**src/rtl/simple_proc.sv**
```systemverilog
// simple_proc: multi-cycle 16-bit processor with a serially loaded 16-entry program memory.
// Optional debug register read port enabled by defining SIMPLE_PROC_DBG_EN.
//
// state | meaning
// IDLE  | waiting for start; program memory accepts writes
// FETCH | end-of-program test, instruction register load
// EXEC  | execute instruction in ir, advance pc
// HALT  | finished; held until start drops
module simple_proc (
    input  logic        clk,
    input  logic        reset,
    input  logic        start,
    input  logic        write,
    input  logic [22:0] program_in,
`ifdef SIMPLE_PROC_DBG_EN
    input  logic [2:0]  dbg_sel,
    output logic [15:0] dbg_data,
`endif
    output logic        busy,
    output logic        done,
    output logic [3:0]  pc,
    output logic [15:0] out_data,
    output logic        out_valid,
    output logic        zero,
    output logic        carry
);

    typedef enum logic [1:0] {
        S_IDLE  = 2'd0,
        S_FETCH = 2'd1,
        S_EXEC  = 2'd2,
        S_HALT  = 2'd3
    } state_t;

    localparam logic [3:0] OP_LDI  = 4'd0;
    localparam logic [3:0] OP_ADD  = 4'd1;
    localparam logic [3:0] OP_SUB  = 4'd2;
    localparam logic [3:0] OP_AND  = 4'd3;
    localparam logic [3:0] OP_OR   = 4'd4;
    localparam logic [3:0] OP_XOR  = 4'd5;
    localparam logic [3:0] OP_MOV  = 4'd6;
    localparam logic [3:0] OP_SHL  = 4'd7;
    localparam logic [3:0] OP_SHR  = 4'd8;
    localparam logic [3:0] OP_JMP  = 4'd9;
    localparam logic [3:0] OP_BEQZ = 4'd10;
    localparam logic [3:0] OP_OUT  = 4'd11;
    localparam logic [3:0] OP_HALT = 4'd15;

    state_t      r_state;
    state_t      w_state_next;
    logic [3:0]  r_pc;
    logic [4:0]  r_prog_len;
    logic [22:0] r_ir;
    logic [22:0] r_mem [16];
    logic [15:0] r_regs [8];
    logic        r_zero;
    logic        r_carry;
    logic [15:0] r_out_data;
    logic        r_out_valid;
    logic        r_busy;
    logic        r_done;

    logic [3:0]  w_op;
    logic [2:0]  w_rd;
    logic [2:0]  w_rs1;
    logic [2:0]  w_rs2;
    logic [15:0] w_imm;
    logic [15:0] w_a;
    logic [15:0] w_b;
    logic [15:0] w_d;
    logic [16:0] w_result;
    logic        w_reg_we;
    logic        w_carry_we;
    logic [3:0]  w_pc_next;
    logic        w_fetch_ok;
    logic        w_load;

    assign w_op  = r_ir[22:19];
    assign w_rd  = r_ir[18:16];
    assign w_rs1 = r_ir[15:13];
    assign w_rs2 = r_ir[12:10];
    assign w_imm = r_ir[15:0];
    assign w_a   = r_regs[w_rs1];
    assign w_b   = r_regs[w_rs2];
    assign w_d   = r_regs[w_rd];

    // prog_len is one bit wider than pc so a full 16-word program never ends by length
    assign w_fetch_ok = ({1'b0, r_pc} < r_prog_len);
    assign w_load     = (r_state == S_IDLE) && write && (r_prog_len != 5'd16);

    always_comb begin
        w_result   = 17'd0;
        w_reg_we   = 1'b0;
        w_carry_we = 1'b0;
        w_pc_next  = r_pc + 4'd1;
        case (w_op)
            OP_LDI: begin w_result = {1'b0, w_imm};           w_reg_we = 1'b1; end
            OP_ADD: begin
                w_result   = {1'b0, w_a} + {1'b0, w_b};
                w_reg_we   = 1'b1;
                w_carry_we = 1'b1;
            end
            OP_SUB: begin
                w_result   = {1'b0, w_a} - {1'b0, w_b};
                w_reg_we   = 1'b1;
                w_carry_we = 1'b1;
            end
            OP_AND: begin w_result = {1'b0, w_a & w_b};       w_reg_we = 1'b1; end
            OP_OR:  begin w_result = {1'b0, w_a | w_b};       w_reg_we = 1'b1; end
            OP_XOR: begin w_result = {1'b0, w_a ^ w_b};       w_reg_we = 1'b1; end
            OP_MOV: begin w_result = {1'b0, w_a};             w_reg_we = 1'b1; end
            OP_SHL: begin w_result = {1'b0, w_a[14:0], 1'b0}; w_reg_we = 1'b1; end
            OP_SHR: begin w_result = {2'b00, w_a[15:1]};      w_reg_we = 1'b1; end
            OP_JMP: w_pc_next = w_imm[3:0];
            OP_BEQZ: begin
                if (w_d == 16'd0) w_pc_next = w_imm[3:0];
            end
            default: ;
        endcase
    end

    always_comb begin
        w_state_next = r_state;
        case (r_state)
            S_IDLE:  if (start) w_state_next = S_FETCH;
            S_FETCH: w_state_next = w_fetch_ok ? S_EXEC : S_HALT;
            S_EXEC:  w_state_next = (w_op == OP_HALT) ? S_HALT : S_FETCH;
            S_HALT:  if (!start) w_state_next = S_IDLE;
            default: w_state_next = S_IDLE;
        endcase
    end

    // busy/done decoded from the next state so they line up with the state register
    always_ff @(posedge clk) begin
        if (!reset) begin
            r_state <= S_IDLE;
            r_busy  <= 1'b0;
            r_done  <= 1'b0;
        end else begin
            r_state <= w_state_next;
            r_busy  <= (w_state_next == S_FETCH) || (w_state_next == S_EXEC);
            r_done  <= (w_state_next == S_HALT);
        end
    end

    always_ff @(posedge clk) begin
        if (!reset) begin
            r_pc        <= 4'd0;
            r_prog_len  <= 5'd0;
            r_ir        <= 23'd0;
            r_zero      <= 1'b0;
            r_carry     <= 1'b0;
            r_out_data  <= 16'd0;
            r_out_valid <= 1'b0;
            for (int i = 0; i < 8; i++) r_regs[i] <= 16'd0;
        end else begin
            r_out_valid <= 1'b0;
            if (w_load) r_prog_len <= r_prog_len + 5'd1;
            case (r_state)
                S_IDLE:  if (start) r_pc <= 4'd0;
                S_FETCH: if (w_fetch_ok) r_ir <= r_mem[r_pc];
                S_EXEC: begin
                    r_pc <= w_pc_next;
                    if (w_reg_we) begin
                        r_regs[w_rd] <= w_result[15:0];
                        r_zero       <= (w_result[15:0] == 16'd0);
                    end
                    if (w_carry_we) r_carry <= w_result[16];
                    if (w_op == OP_OUT) begin
                        r_out_data  <= w_d;
                        r_out_valid <= 1'b1;
                    end
                end
                default: ;
            endcase
        end
    end

    // program memory is deliberately not cleared by reset
    always_ff @(posedge clk) begin
        if (reset && w_load) r_mem[r_prog_len[3:0]] <= program_in;
    end

`ifdef SIMPLE_PROC_DBG_EN
    assign dbg_data = r_regs[dbg_sel];
`endif

    assign busy      = r_busy;
    assign done      = r_done;
    assign pc        = r_pc;
    assign out_data  = r_out_data;
    assign out_valid = r_out_valid;
    assign zero      = r_zero;
    assign carry     = r_carry;

endmodule

```
**config.mk**
```make
export PLATFORM = sky130hd
export DESIGN_NAME = simple_proc
export DESIGN_NICKNAME = d
export VERILOG_FILES = /design/src/rtl/simple_proc.sv
export SDC_FILE = /design/constraint.sdc
export NUM_CORES = 1
export LEC_CHECK = 0
export ABC_AREA = 1
export CAP_MARGIN = 20
export CELL_PAD_IN_SITES_DETAIL_PLACEMENT = 1
export CELL_PAD_IN_SITES_GLOBAL_PLACEMENT = 1
export CORE_ASPECT_RATIO = 0.8
export CORE_MARGIN = 2
export CORE_UTILIZATION = 49
export DETAILED_ROUTE_END_ITERATION = 10
export PLACE_DENSITY_LB_ADDON = 0.1
export SLEW_MARGIN = 40
export SYNTH_ARGS = -nofsm -noshare
export SYNTH_HDL_FRONTEND = slang
export SYNTH_SLANG_ARGS = --single-unit
```
**constraint.sdc**
```tcl
create_clock -name clk -period 3.8 [get_ports clk]
set_input_delay 0.38 -clock clk [delete_from_list [all_inputs] [get_ports clk]]
set_output_delay 0.38 -clock clk [all_outputs]
set_load 0.1 [all_outputs]
```
=== After elaboration in Yosys (flattened, before gate mapping) ===
Memory sizes are Yosys's and may differ from the RTL's. A register that Yosys moved wholly into a read port is not among the register bits.
Index checks and enable logic that the tools add are counted.

* $lt $le $gt $ge: 1
* Multiply operators: 0
* Reductions and logical operators: 19
* Bitwise operators: 3
* Muxes and demuxes: 23
* Divide/modulo/power cells: 0
* Shift-type cells: 0
* $add $sub $neg: 4
* Equality and inequality tests: 20

{| class="wikitable"
|+ Operators with widths
! cell !! count
|-
| $pmux W17 S9 || 1
|-
| $logic_not A16 Y1 || 2
|-
| $eq A4 B4 Y1 const B || 5
|-
| $add A16 B16 Y17 || 1
|-
| $sub A16 B16 Y17 || 1
|-
| $and A16 B16 Y16 || 1
|-
| $eq A4 B3 Y1 const B || 4
|-
| $mux W16 || 1
|-
| $or A16 B16 Y16 || 1
|-
| $pmux W4 S2 || 2
|-
| $reduce_or A16 Y1 || 1
|-
| $xor A16 B16 Y16 || 1
|-
| $mux W1 || 12
|-
| $reduce_and A2 Y1 || 6
|-
| $reduce_or A9 Y1 || 1
|-
| $eq A2 B2 Y1 const B || 4
|-
| $eq A4 B2 Y1 const B || 2
|-
| $mux W4 || 2
|-
| $pmux W2 S4 || 1
|-
| $mux W2 || 3
|-
| $add A5 B1 Y5 const B || 1
|-
| $lt A4 B5 Y1 || 1
|-
| $ne A5 B5 Y1 const B || 1
|-
| $add A4 B1 Y4 const B || 1
|-
| 11 further kinds || 14
|}

* Bits in writable memories: 496
* Bits of input ports: 27
* Logic and storage cells: 81
* Output and inout port bits: 25
* Bits in latches: 0
* Bits in read-only memories: 0
* Memories kept: 2
* Flip-flop bits (word level): 32

{| class="wikitable"
|+ Memory list
! memory !! depth !! bits a word !! rd ports !! clocked after Yosys merged registers in !! write ports !! RTL line !! text
|-
| r_mem || 16 || 23 || 1 || 1 || 1 || 54 || <nowiki>logic [22:0] r_mem [16];</nowiki>
|-
| r_regs || 8 || 16 || 3 || 0 || 8 || 55 || <nowiki>logic [15:0] r_regs [8];</nowiki>
|}

=== Logic depth before layout (Yosys ltp) ===
Gate-level depths: netlist (run 1).

* Depth in word-level cells: 9
* Mapped depth: 29

=== Worst setup path after synthesis (run 1) ===
Ideal clock, no wire load.

* Path kind: register -> register
* From: register r_ir[10], read port of r_mem
* To: register r_zero (netlist: zero)
* Clock period less this slack: 3391 ps
* Slack: 409 ps
* Arrival time: 3320 ps
* Stages on the path, launching flop included: 27
* Path buffers: 2
* Cell sequence: dfxtp_1 buf_6 inv_2 buf_2 o21ai_0 nand2_1 nand2_1 o21ai_1 inv_1 ha_1 nand3_1 nor2_1 nand2_1 nand2_1 o21ai_1 xor2_1 ha_1 nand2_1 nor3_1 nand2_1 a21oi_1 nor2_1 nor2_2 nand2_1 nor2_1 nand3_1 a21oi_1

* Longest elaborated chain between the ends: 4
* Elaborated cells between the ends (all ways): 8
* Classes of those cells: add/sub (2); mux (1); bitwise (3); reduce/logical (1); memory (1)

{| class="wikitable"
|+ RTL lines
! what !! RTL line !! text
|-
| start: declaration || 53 || <nowiki>logic [22:0] r_ir;</nowiki>
|-
| $mem_v2 Z8 W16 || - ||
|-
| $sub A16 B16 Y17, or another cell as far along || 104 || <nowiki>w_result = {1'b0, w_a} - {1'b0, w_b};</nowiki>
|-
| $pmux W17 S9 (*) || 96 || <nowiki>case (w_op)</nowiki>
|-
| $logic_not A16 Y1 (*) || 166 || <nowiki>r_zero <= (w_result[15:0] == 16'd0);</nowiki>
|-
| end signal: assignment || 166 ||
|-
| end: declaration || 56 || <nowiki>logic r_zero;</nowiki>
|}

Mark *: on every way between the ends. The rest lies on a longest branch, timed or not.
A chain may end at the register's enable or synchronous reset.

=== Worst setup path in the final report (run 1) ===
Ends and elaborated chain as after synthesis.

==> results of run 1 <==
## worst max-delay path by stage
stage	slack, ns	start	cells after the start	end
2_1_floorplan	0.41	r_ir[10]$_SDFFE_PN0P_	26	zero$_SDFFE_PN0P_
3_3_place_gp	-0.03	r_ir[10]$_SDFFE_PN0P_	24	r_regs[5][10]$_SDFFCE_PN0P_
3_5_place_dp	-0.17	r_ir[10]$_SDFFE_PN0P_	24	r_regs[0][10]$_SDFFCE_PN0P_
4_1_cts	0.002	r_ir[10]$_SDFFE_PN0P_	27	zero$_SDFFE_PN0P_
5_1_grt	-0.19	r_ir[10]$_SDFFE_PN0P_	24	zero$_SDFFE_PN0P_
6_report	-0.0006	r_ir[10]$_SDFFE_PN0P_	24	zero$_SDFFE_PN0P_
## repair_timing
action	4_1_cts	5_1_grt
setup endpoints to repair	60	97
pin swaps	2	47
gates resized for setup	26	149
buffers inserted	0	12
cloned	0	1
## metal layers
metal	up-vias	track usage [%]	wire, um
met2	1135	53.6	46200
met5	-	0	0
met3	230	6.61	9820
met1	12192	49.3	43900
li1	10601	-	-
met4	0	11.1	3410
## cell usage in the layout, fill, tap and decap left out, types with 32 or more instances in the layout
cell type,n
nand2_1,598
edfxtp_1,496
nor2_1,377
inv_1,257
nand3_1,254
o21ai_0,237
buf_4,168
a21oi_1,99
o211ai_1,74
o221ai_1,72
clkbuf_16,57
ha_1,55
dfxtp_1,48
nand2_2,36
nor2_4,32
## state kept, by name, summed over array words and instances (netlist names)
register and cells:
busy 1, out_data 16, done 1, r_prog_len 5, r_state 2, carry 1, out_valid 1, zero 1
r_ir 23, r_mem 368, r_regs 128, pc 4
## critical path: stages (launching register included)
cell and delay (ns):
dfxtp_4 0.38, buf_8 0.15, clkbuf_16 0.16, o21ai_0 0.16
nand2_1 0.11, o21ai_4 0.28, nand2_2 0.14, nor2_4 0.12
nand2_2 0.10, o21ai_4 0.20, buf_6 0.13, nand2_4 0.05
xor2_4 0.16, ha_4 0.28, a21oi_2 0.18, o21ai_2 0.10
a21oi_4 0.16, nand3_2 0.09, nand2_2 0.08, nor2_4 0.06
nor2_4 0.15, nand2_2 0.07, nor2_2 0.12, nand3_1 0.09
a21oi_2 0.15
## cell families (layout without fill, tap and decap cells)
logic type	after synthesis	after routing	synth area share (%)
adder cells (fa/ha/maj)	61	61	2.77
other	0	1	0
buffers and inverters	459	637	6.96
flip-flops	551	551	57.4
AND/OR/NAND/NOR	1369	1369	20.3
AO/OA/AOI/OAI	559	559	12.0
XOR/XNOR	17	17	0.535
## final cells by class
cell class                      count  area (um2)  area share [%]
Inverter                          286        1090            3.35
Clock buffer                       72        1460            4.48
Tap cell                          760         951            2.92
Timing Repair Buffer              249        2160            6.63
Clock inverter                     30         329            1.01
Antenna cell                        1        2.50         0.00768
Sequential cell                   551       16000            49.1
Multi-Input combinational cell   2006       10600            32.5
## through the flow
stage                 TNS, ns  area (um2)  util [%]
finish              -0.000587       32600      57.8
global route            -2.96       32600      57.8
CTS                         0       31900      56.6
detailed placement      -3.49       30000      53.3
global placement       -0.195       30200      53.5
floorplan                   0       27900         -
## power by group
| part | switching [mW] | total (mW) | internal (mW) |
|---|---|---|---|
| Combinational | 2.99 | 4.59 | 1.60 |
| Sequential | 0.114 | 6.82 | 6.71 |
| Clock | 2.48 | 5.49 | 3.02 |
==> summary.txt, run 1 <==
total clock sinks - 551
Filler cells - 6451
row count - 78
number of global-route vias before repair - 24515
violated checks - negative setup slack
FMAX - 263 MHz
P per Cell Area - 519 mW/mm2
ranking of synthesized cells by area - edfxtp_1, nand2_1, nor2_1, nand3_1, o21ai_0
CP Class - reg2reg
worst skew pair latency - 0.66 ns
Worst Hold Class - in2reg
maximum buffer depth of the clock tree - 3
Worst Hold End - pc[1]$_SDFFE_PN0P_
DRC - 0
P&R area growth vs syn - 17.0%
R2R cell count - 24
Final Worst Setup Slack - -0.000587 ns
hold buffers post-CTS - 0
peak supply drop - 388 uV
Post-Syn Area - 0.0279 mm2
number of DRC markers in iteration 0 - 2813
Slew @ Worst Pin - 0.943 ns
GRT overflow - 0
Synth Flop Type - edfxtp_1
Initial Util - 49.4%
initial antenna violation count - 2
Slew Limit Fails - 0
Cells after Synth - 3016
Final nets - 3237
startpoint types - flop
Worst-path clk slew - 0.07 ns
Yosys cell types - 45
Arr. time, crit path - 4.34 ns
CTS HTree Levels - 2
Clock Tree Root - clkbuf_16
largest net degree at the start of global routing - 153
RSZ-0062 raised after global routing - true
count leader, synth - nand2_1
register area share after synthesis - 57.4%
synth warn - 0
startpoint of the lowest-slack hold path - reset
Reg-to-Reg Start - r_ir[10]$_SDFFE_PN0P_
top cell types by occurrence after synthesis - nand2_1, edfxtp_1, nor2_1
placer's final routability congestion estimate - 0.933
Final Setup Violations - 1
Die Span Y - 217 um
Placed Instances - 3839
max-cap viol count - 0
Final Skew - 0.0687 ns
#FFs+latches synth - 551
Tot GR Track Use - 34.6%
Final Cycle Share - 100%
ys async rst share - 0%
syn_area_per_cell - 9.24 um2
Synth Net Count - 3104
Routed Antenna Nets - 0
Yosys top cell area share - 53.5%
routed vias/inst - 6.11
share of cells above drive strength 1 - 15.2%
Crit path required time - 4.34 ns
status - finished, violations left
hpwl dp - 67300 um
EDFF count, synth - 496
total chip power - 16.9 mW
Fin. Hold Viols - 0
Detailed Routing Iterations Pass 1 - 6
final cell count without fillers - 3955
core box area - 0.0564 mm2
Yosys top cell by area - edfxtp_1
Setup WS pre-CTS - -0.166 ns
Tmin final - 3.80 ns
DIE AREA - 0.0588 mm2
TritonCTS Buffers - 55
hold path cells - 4
first-pass GRT wire length - 152000 um
CTS tree - done
# IOs - 52
final WL - 103000 um
worst hold slack - 0.453 ns
chip width - 271 um
RR Endpoint - zero$_SDFFE_PN0P_
R2R Setup Slk - -0.0006 ns
number of port buffers - 51
CP max FO - 10
routed vias - 24158
Leakage - 12.7 nW
Worst setup EP type - flop
relative slew slack - 36.8%
drt wl/cell - 26.1 um
Note: power is estimated with default switching activity, not from simulation.
==> run 2, diff against run 1 <==
CORE_MARGIN = default   (was 2)
RECOVER_POWER = 25   (was default)
==> summary.txt, run 2 (same netlist as run 1, synthesis figures left out) <==
status - finished, violations left
violated checks - negative setup slack
Die Span Y - 215 um (-0.92%)
Leakage - 12.9 nW (+1.6%)
Filler cells - 6301 (-2.3%)
CP Class - reg2reg
Slew Limit Fails - 0 (unchanged)
row count - 77 (-1.3%)
CP most frequent cell - nand2_2
CP peak stage delay - 0.46 ns (+0.08 ns)
number of global-route vias before repair - 24516 (+0.0041%)
P per Cell Area - 526 mW/mm2 (+1.3%)
Fin. Hold Viols - 0 (unchanged)
Post-Route M1 WL - 44500 um (+1.3%)
final cell count without fillers - 3965 (+0.25%)
largest net degree at the start of global routing - 191 (+25%)
GRT overflow - 0 (unchanged)
worst path bufs/invs - 3 (unchanged)
CTS tree - done
routed vias - 24264 (+0.44%)
peak supply drop - 471 uV (+21%)
Register Area - 0.0160 mm2 (about the same)
total clock sinks - 551 (unchanged)
Initial Util - 50.0% (+0.64 points)
TritonCTS Buffers - 55 (unchanged)
max reg flops - 368 (unchanged)
worst skew pair latency - 0.64 ns (-0.02 ns)
relative slew slack - 39.0% (+2.3 points)
Crit path required time - 4.18 ns (-0.16 ns)
CP delay by family, top - simple AND/OR/NAND/NOR gates
worst hold slack - 0.231 ns (-0.221 ns)
number of port buffers - 51 (unchanged)
Tmin final - 3.81 ns (+0.00631 ns)
crit-path cells - buf_8 > buf_6 > a21oi_1 > o21ai_1 > nand2_1 > o21ai_4 > ha_4 > nand3_4 > nor2_4 > nand2_2 > nand2_2 > o21ai_1 > xor2_1 > ha_4 > a21oi_2 > nand2_2 > a21oi_2 > nand3_1 > nand2_1 > nor2_2 > nor2_2 > buf_6 > nor2_1
hold buffers post-CTS - 0 (unchanged)
Worst setup EP type - flop
Final Cycle Share - 100% (+0.17 points)
Placed Instances - 3836 (-0.078%)
Routed Antenna Nets - 0 (unchanged)
DRC - 0 (unchanged)
hpwl dp - 65600 um (-2.4%)
Clock Tree Root - clkbuf_16
CTS HTree Levels - 2 (unchanged)
# IOs - 52 (unchanged)
Final nets - 3256 (+0.59%)
routed vias/inst - 6.12 (+0.19%)
WL met3 - 10600 um (+7.6%)
number of DRC markers in iteration 0 - 2837 (+0.85%)
footprint of the multi-input gates - 0.0107 mm2 (+0.97%)
first-pass GRT wire length - 153000 um (+0.52%)
Detailed Routing Iterations Pass 1 - 6 (unchanged)
CP max FO - 8 (-2)
Worst Hold Class - in2reg
share of cells above drive strength 1 - 16.4% (+1.2 points)
startpoint types - flop
met2 WL - 46200 um (about the same)
max-cap viol count - 0 (unchanged)
DIE AREA - 0.0578 mm2 (-1.7%)
maximum buffer depth of the clock tree - 3 (unchanged)
core box area - 0.0557 mm2 (-1.3%)
Final Worst Setup Slack - -0.00689 ns (-0.00631 ns)
final WL - 104000 um (+0.75%)
placer's final routability congestion estimate - 0.919 (-1.5%)
Final Skew - 0.0318 ns (-0.0369 ns)
chip width - 269 um (-0.74%)
slowest CP cell - dfxtp_4
drt wl/cell - 26.3 um (+0.50%)
Tot GR Track Use - 35.7% (+1.0 points)
RSZ-0062 raised after global routing - true
Slew @ Worst Pin - 0.913 ns (-0.0295 ns)
commonest non-fill, non-tap cell in the layout - nand2_1
Worst-path clk slew - 0.06 ns (about the same)
P&R area growth vs syn - 18.5%
initial antenna violation count - 5 (+3)
most frequent cells in the layout - nand2_1, edfxtp_1, nor2_1
uppermost routed layer - met5
Arr. time, crit path - 4.18 ns (-0.16 ns)
FMAX - 263 MHz (-0.17%)
Final Setup Violations - 2 (+1)
-- run 2: cell types whose count changed in the layout (fill, tap and decap cells not counted), sizes merged --
cell           before  now
clkbuf             73   68
diode               1    2
bufinv              4    5
clkinv             23   27
clkdlybuf4s50      25    7
dlygate4sd3         0   18
buf               223  240
inv               284  286
-- run 2: final timing paths --
| check | start | to | slack [ns] | cells past startpoint |
|---|---|---|---|---|
| worst max register to register | r_ir[10]$_SDFFE_PN0P_ | r_regs[5][13]$_SDFFCE_PN0P_ | -0.007 | 23 |
| worst min register to register | carry$_SDFFE_PN0P_ | carry$_SDFFE_PN0P_ | 0.49 | 2 |
| worst min-delay path | reset | done$_SDFF_PN0_ | 0.23 | 4 |
| worst max-delay path | r_ir[10]$_SDFFE_PN0P_ | r_regs[5][13]$_SDFFCE_PN0P_ | -0.007 | 23 |
-- run 2: metrics by stage --
step | setup TNS (ns) | worst slack (ns) | power, mW | utilization, % | instance area, um2
finish | -0.00745 | -0.00689 | 17.3 | 59.3 | 33000
global route | -5.06 | -0.196 | 17.9 | 59.2 | 33000
CTS | 0 | 0.00203 | 16.6 | 57.6 | 32100
detailed placement | -12.99 | -0.302 | 11.1 | 54.2 | 30200
global placement | -3.44 | -0.170 | 10.9 | 54.4 | 30300
floorplan | 0 | 0.409 | 9.12 | - | 27900
-- run 2: routing by layer --
layer | GRT usage [%] | vias to the layer above
met1 | 51.6 | 12209
met5 | 0 | -
li1 | - | 10643
met4 | 10.6 | 2
met3 | 7.38 | 225
met2 | 53.8 | 1185
-- run 2: cell type report --
cell class / count / share of cell area [%]
well taps: 750 / 2.84
diodes: 2 / 0.0152
flip-flops and latches: 551 / 48.5
clock buffers: 65 / 4.35
multi-input cells: 2006 / 32.4
inverters: 286 / 3.29
clock inverters: 37 / 1.07
repair buffers: 268 / 7.55
-- run 2: worst min-delay path: cells and delay by family --
family / cells / cell delay, ns
AND/OR/NAND/NOR: 1 / 0.08
buffers and inverters: 3 / 0.34
-- run 2: repair_timing --
| item | in CTS | in global routing |
|---|---|---|
| pin swaps | 6 | 80 |
| endpoints found under the setup margin | 103 | 111 |
| cloned | 0 | 3 |
| setup buffers | 1 | 21 |
| gates resized for setup | 20 | 193 |
-- run 2: where the power goes --
part	leakage [nW]	internal [mW]	switching, mW
Sequential	5.08	6.71	0.101
Clock	0.863	3.05	2.47
Combinational	6.96	1.84	3.17
Total	12.9	11.6	5.75
